==> src/rtl/oam_dma.sv <==
// Sprite DMA: on a $4014 trigger, halts the CPU and copies one 256-byte page
// to the PPU OAM data port ($2004), aligning so every read is on an even CPU cycle.
module oam_dma (
   input  logic        clk,
   input  logic        rst_n,
   input  logic        cpu_ce,
   input  logic        start,
   input  logic [7:0]  page,
   input  logic [7:0]  bus_data_in,
   output logic        cpu_halt,
   output logic        busy,
   output logic [15:0] bus_addr,
   output logic [7:0]  bus_data_out,
   output logic        bus_we,
   output logic        bus_drive
);

   typedef enum logic [2:0] {IDLE, HALT, ALIGN, READ, WRITE} state_e;

   state_e     state_q, state_d;
   logic       parity_q, parity_d;
   logic       start_q, start_d;
   logic [7:0] page_q, page_d;
   logic [7:0] idx_q, idx_d;
   logic [7:0] latch_q, latch_d;

   always_ff @(posedge clk or negedge rst_n) begin
      if (!rst_n) begin
         state_q  <= IDLE;
         parity_q <= 1'b0;
         start_q  <= 1'b0;
         page_q   <= 8'h00;
         idx_q    <= 8'h00;
         latch_q  <= 8'h00;
      end else begin
         state_q  <= state_d;
         parity_q <= parity_d;
         start_q  <= start_d;
         page_q   <= page_d;
         idx_q    <= idx_d;
         latch_q  <= latch_d;
      end
   end

   always_comb begin
      state_d  = state_q;
      parity_d = parity_q;
      start_d  = start_q;
      page_d   = page_q;
      idx_d    = idx_q;
      latch_d  = latch_q;
      if (cpu_ce) begin
         parity_d = ~parity_q;
         start_d  = start;
         case (state_q)
            IDLE: begin
               if (start && !start_q) begin
                  state_d = HALT;
                  page_d  = page;
                  idx_d   = 8'h00;
               end
            end
            // The cycle after HALT has the opposite parity; reads must land on even cycles.
            HALT:  state_d = parity_q ? READ : ALIGN;
            ALIGN: state_d = READ;
            READ: begin
               latch_d = bus_data_in;
               state_d = WRITE;
            end
            WRITE: begin
               if (idx_q == 8'hFF) begin
                  state_d = IDLE;
               end else begin
                  idx_d   = idx_q + 8'h01;
                  state_d = READ;
               end
            end
            default: state_d = IDLE;
         endcase
      end
   end

   always_comb begin
      cpu_halt     = 1'b0;
      busy         = 1'b0;
      bus_addr     = 16'h0000;
      bus_data_out = 8'h00;
      bus_we       = 1'b0;
      bus_drive    = 1'b0;
      case (state_q)
         HALT, ALIGN: begin
            cpu_halt = 1'b1;
            busy     = 1'b1;
         end
         READ: begin
            cpu_halt  = 1'b1;
            busy      = 1'b1;
            bus_drive = 1'b1;
            bus_addr  = {page_q, idx_q};
         end
         WRITE: begin
            cpu_halt     = 1'b1;
            busy         = 1'b1;
            bus_drive    = 1'b1;
            bus_we       = 1'b1;
            bus_addr     = 16'h2004;
            bus_data_out = latch_q;
         end
         default: ;
      endcase
   end

endmodule
==> config.mk <==
export PLATFORM = sky130hd
export DESIGN_NAME = oam_dma
export DESIGN_NICKNAME = d
export VERILOG_FILES = /design/src/rtl/oam_dma.sv
export SDC_FILE = /design/constraint.sdc
export NUM_CORES = 1
export LEC_CHECK = 0
export ABC_AREA = 1
export CELL_PAD_IN_SITES_DETAIL_PLACEMENT = 0
export CELL_PAD_IN_SITES_GLOBAL_PLACEMENT = 1
export CORE_UTILIZATION = 30
export CTS_CLUSTER_DIAMETER = 150
export DETAILED_ROUTE_END_ITERATION = 12
export HOLD_SLACK_MARGIN = 0.06
export PLACE_DENSITY = 0.73
export RECOVER_POWER = 100
export SYNTH_ARGS = -nofsm -noshare
export SYNTH_HDL_FRONTEND = slang
export SYNTH_SLANG_ARGS = --single-unit
==> constraint.sdc <==
create_clock -name clk -period 1.45 [get_ports clk]
set_clock_uncertainty 0.05 [all_clocks]
set_input_delay 0.2175 -clock clk [delete_from_list [all_inputs] [get_ports clk]]
set_output_delay 0.2175 -clock clk [all_outputs]
set_load 0.03 [all_outputs]
After elaboration in Yosys (flattened, before gate mapping)
Cells that the tools add are included.
{"block": "totals", "inputBits": 20, "reg_bits": 29, "elab_cells": 37, "out_inout_bits": 28}
{"block": "op_classes", "muxes": 12, "addsub": 1, "n_reduce_logical": 10, "n_eq_ne": 7, "bitwise_logic": 1}
{"cell": "$pmux 16 s2", "count": 1}
{"cell": "$mux 8", "count": 3}
{"cell": "$pmux 8 s2", "count": 1}
{"cell": "$pmux 3 s5", "count": 1}
{"cell": "$add 8x1->8 const B", "count": 1}
{"cell": "$eq 8x8->1 const B", "count": 1}
{"cell": "$eq 3x2->1 const B", "count": 2}
{"cell": "$mux 1", "count": 4}
{"cell": "$ne 2x2->1 const B", "count": 2}
{"cell": "$reduce_and 2->1", "count": 2}
{"cell": "$reduce_and 4->1", "count": 1}
{"cell": "$reduce_or 4->1", "count": 1}
{"cell": "$eq 3x1->1 const B", "count": 1}
{"cell": "$eq 3x3->1 const B", "count": 1}
{"cell": "$logic_not 3->1", "count": 1}
{"cell": "$mux 3", "count": 1}
{"cell": "$reduce_and 3->1", "count": 1}
{"cell": "$mux 2", "count": 1}
{"cell": "$reduce_bool 2->1", "count": 1}
{"cell": "$reduce_or 2->1", "count": 1}
{"cell": "$logic_and 1x1->1", "count": 1}
{"cell": "$logic_not 1->1", "count": 1}
{"cell": "$not 1->1", "count": 1}

Depth between registers and ports, before layout
{"block": "depth", "ltp_word": 4, "ltp_mapped": 9, "depth_no_buf": 9}

Least setup slack after synthesis
OpenSTA, ideal clock, no wires.
{"block": "synth_timing", "kind": "flip-flop to output port", "from": "reg state_q[0]", "to": "out cpu_halt", "arrival_ns": 1.531, "path_stages_with_launch": 8, "setup_slack_ns": -0.349, "n_path_buf": 2, "required_time_ns": 1.183, "path_cell_list": "dfrtp_1 inv_1 nand2_2 nor2_4 inv_2 buf_6 nand3_1 buf_4"}
{"block": "synth_via", "elab_chain_len": 3}
{"item": "start: declaration", "line_no": "20", "rtl": "state_e state_q, state_d;"}
{"item": "start signal: assignment", "line_no": "36", "rtl": "state_q <= state_d;"}
{"item": "$eq 3x3->1, or another cell as far along"}
{"item": "$reduce_or 4->1 (no source line) (*)"}
{"item": "$mux 1 (*)"}
{"item": "end: declaration", "line_no": "10", "rtl": "output logic cpu_halt,"}
Mark *: on every way between the ends. The rest lies on a longest branch, timed or not.

Final worst setup path
{"block": "layout_timing", "from": "reg state_q[1]", "to": "out bus_addr[2]"}
{"block": "layout_via", "elab_chain_len": 2}
{"item": "$eq 3x3->1 or $eq 3x2->1 (tied branches)", "line_no": "90", "rtl": "case (state_q)"}
{"item": "$pmux 16 s2 (*)", "line_no": "90"}
{"item": "end: declaration", "line_no": "12", "rtl": "output logic [15:0] bus_addr,"}
Marks and branches as above.

==> flow_summary.yaml <==
outcome:
  violations: "negative setup slack"
  status: "finished, violations left"
logic_synthesis:
  synth_compound_area_frac: 0.1042
  yosysSeqAreaShare: 0.4578
  synth_top_family_by_area: "simple AND/OR/NAND/NOR gates"
  yosysWarningCount: 0
  synth_common_cells: "nor2_1, nand2_1, inv_1"
  synth_top_area_frac: 0.4578
  synth_top_cell_by_area: "dfrtp_1"
  synth_seq_cells: 29
  synthSimpleGateAreaFrac: 0.3054
  avgSynthCellArea_um2: 7.478
  synthAdderAreaFrac: 0.007893
  yosysUniqueCellTypes: 22
  synthCells: 212
  synth.most_common_cell: "nor2_1"
  synth-xor-area-share: 0.01105
  async_flop_share: 1.000
  syn_area_mm2: 0.001585
  synthMuxAreaShare: 0
  ys_top_cells_by_area: "dfrtp_1, nor2_1, nand2_1"
  syn_nets: 233
  synth_edf_count: 0
  synth-main-ff-cell: "dfrtp_1"
cells_and_area:
  layoutNonFillerInstCount: 371
  fin_util: 0.5958
  drive_gt1_frac: 0.4884
  postLayoutCellArea_mm2: 0.003043
  diodes: 0
  fin_nets: 321
  fillers: 450
  area_growth_pct: 91.95
setup_path:
  end_kind: "output port"
  worstRegToRegCells: 10
  startpoint_type: "flip-flop"
  critical_path_arrival_ns: 1.52
  cp_max_fo: 6
  r2r-end: "page_q[1]"
  cp.required_ns: 1.18
  path_class: "flip-flop to output port"
  cp_slowest_cell: "dfrtp_1"
  reg2reg_setup_slack_ns: -0.23
  path_cells: "inv_2, nand2_4, nor2_4, inv_4, buf_12, buf_12, nand2_4, buf_6"
  cpPeakStageDelay_ns: 0.40
  r2r_start: "state_q[1]"
die:
  die_w_um: 74.69
  die_y_um: 74.69
  start_util: 0.3104
  core_area_mm2: 0.005107
  io_pins: 48
  die-area_mm2: 0.005579
  row_count: 26
sta:
  layout_setup_ws_ns: -0.3331
  post-route-period-util: 1.230
  worst_pin_slew_ns: 0.7297
  finalHoldViolCount: 0
  max_slew_margin: 0.5135
  fin_setup_tns_ns: -9.321
  setup_viol: 40
  hold-worst-slack_ns: 0.4170
  fmax_mhz: 560.8
  fin_crit_ns: 1.783
  rsz0062_at_grt: "yes"
  maxSlewViolCount: 0
route:
  vias: 1644
  drc_errors: 0
  wirelength_mm: 4.497
  ant_nets: 0
  initialDrtViolationCount: 49
  drt-vias-per-instance: 4.431
  dr.pass1.iters: 3
  avgRoutedWirePerCell_um: 12.12
placement:
  dp_hpwl_mm: 2.745
  port_buffers: 47
  gp_congestion: 0.7621
  place_ws_ns: -0.3197
  dp_cells: 346
  dpl_cell_area_mm2: 0.002382
clock_tree:
  cts.path.max_buffers: 2
  cts.sink_count: 29
  cts_buffers: 5
  clockRootBuffer: "clkbuf_8"
  clk_latency_ns: 0.28
  cts_htree_levels: 2
  cts_tree: "done"
  clkTransAtPathRegs_ns: 0.06
  cts_hold_buf: 0
min_path:
  min_to: "parity_q"
  min-delay-path-class: "flip-flop to flip-flop"
  hold_start: "parity_q"
  min_path_cells: 1
global_route:
  grt_pass1_vias: 1511
  antenna_found_initial: 0
  grt.total_usage: 0.1598
  globalRouteOverflowTotal: 0
  grt_pass1_wl_mm: 6.561
  grt_start_max_net_pins: 30
power:
  power_density_mw_per_mm2: 1665
  leakagePower_nw: 1.387
  peakVddDrop_uv: 831.4
  p_total_mw: 5.065
run:
  cap_violations: 0
[state kept, by name, indices dropped and copies added (netlist names)]
register,count
start_q,1
page_q,8
parity_q,1
state_q,3
idx_q,8
latch_q,8
[timing repair]
| action | CTS | global route |
|---|---|---|
| buffers inserted | 8 | 9 |
| cloned | 1 | 2 |
| pin swaps | 8 | 15 |
| gates resized for setup | 67 | 51 |
| endpoints found under the setup margin | 36 | 53 |
[layer usage]
| layer | vias up | part of all wire | global-route usage |
|---|---|---|---|
| met5 | - | 0 | 0 |
| li1 | 828 | - | - |
| met4 | 0 | 0.0047 | 0.04612 |
| met3 | 4 | 0.044 | 0.05087 |
| met2 | 38 | 0.51 | 0.2793 |
| met1 | 774 | 0.44 | 0.1881 |
[power by group]
part / internal (mW) / switching [mW]
sequential: 1.08 / 0.111
combinational: 1.31 / 1.69
clock: 0.560 / 0.317
total: 2.95 / 2.12
[cell families (layout without fill, tap and decap cells)]
kind of cell               Yosys count  after routing
AOI/OAI and AO/OA                   33             33
and+or+nand+nor                    107            107
adders and majority gates            1              1
buffers and inverters               40            129
DFF                                 29             29
xor gates and xnor gates             2              2
[cell usage in the layout, fill, tap and decap left out, drive strengths merged]
cell | Yosys | layout
a21oi | 17 | 17
buf | 7 | 65
bufinv | 0 | 1
clkbuf | 0 | 11
clkdlybuf4s50 | 0 | 17
dfrtp | 29 | 29
dlygate4sd3 | 0 | 2
ha | 1 | 1
inv | 33 | 33
nand2 | 44 | 44
nand3 | 7 | 7
nand4 | 1 | 1
nor2 | 52 | 52
nor3 | 2 | 2
nor3b | 1 | 1
o21ai | 16 | 16
xor2 | 2 | 2
[worst max-delay path, delay by kind of cell, from the launching register on]
kind | cells | cell delay, ns
simple gates | 3 | 0.26
flops | 1 | 0.40
buf+inv | 5 | 0.59
[worst max path at each step]
stage | endpoint | slack [ns] | start
global placement | busy | -0.29 | state_q[2]
CTS | bus_drive | -0.34 | state_q[0]
finish | bus_addr[2] | -0.33 | state_q[1]
floorplan | cpu_halt | -0.1 | state_q[0]
global route | bus_addr[13] | -0.42 | state_q[1]
detailed placement | cpu_halt | -0.32 | state_q[2]
[cell type report]
| type | instances | area (um2) | share of cell area |
|---|---|---|---|
| tap | 70 | 87.58 | 0.02878 |
| sequential | 29 | 726.9 | 0.2389 |
| clock buffer | 7 | 86.33 | 0.02837 |
| timing repair buffer | 88 | 942.2 | 0.3096 |
| multi-input combinational | 143 | 1044 | 0.3429 |
| clock inverter | 1 | 30.03 | 0.009868 |
| inverter | 33 | 126.4 | 0.04153 |
Power figures use the tool's default switching activity.
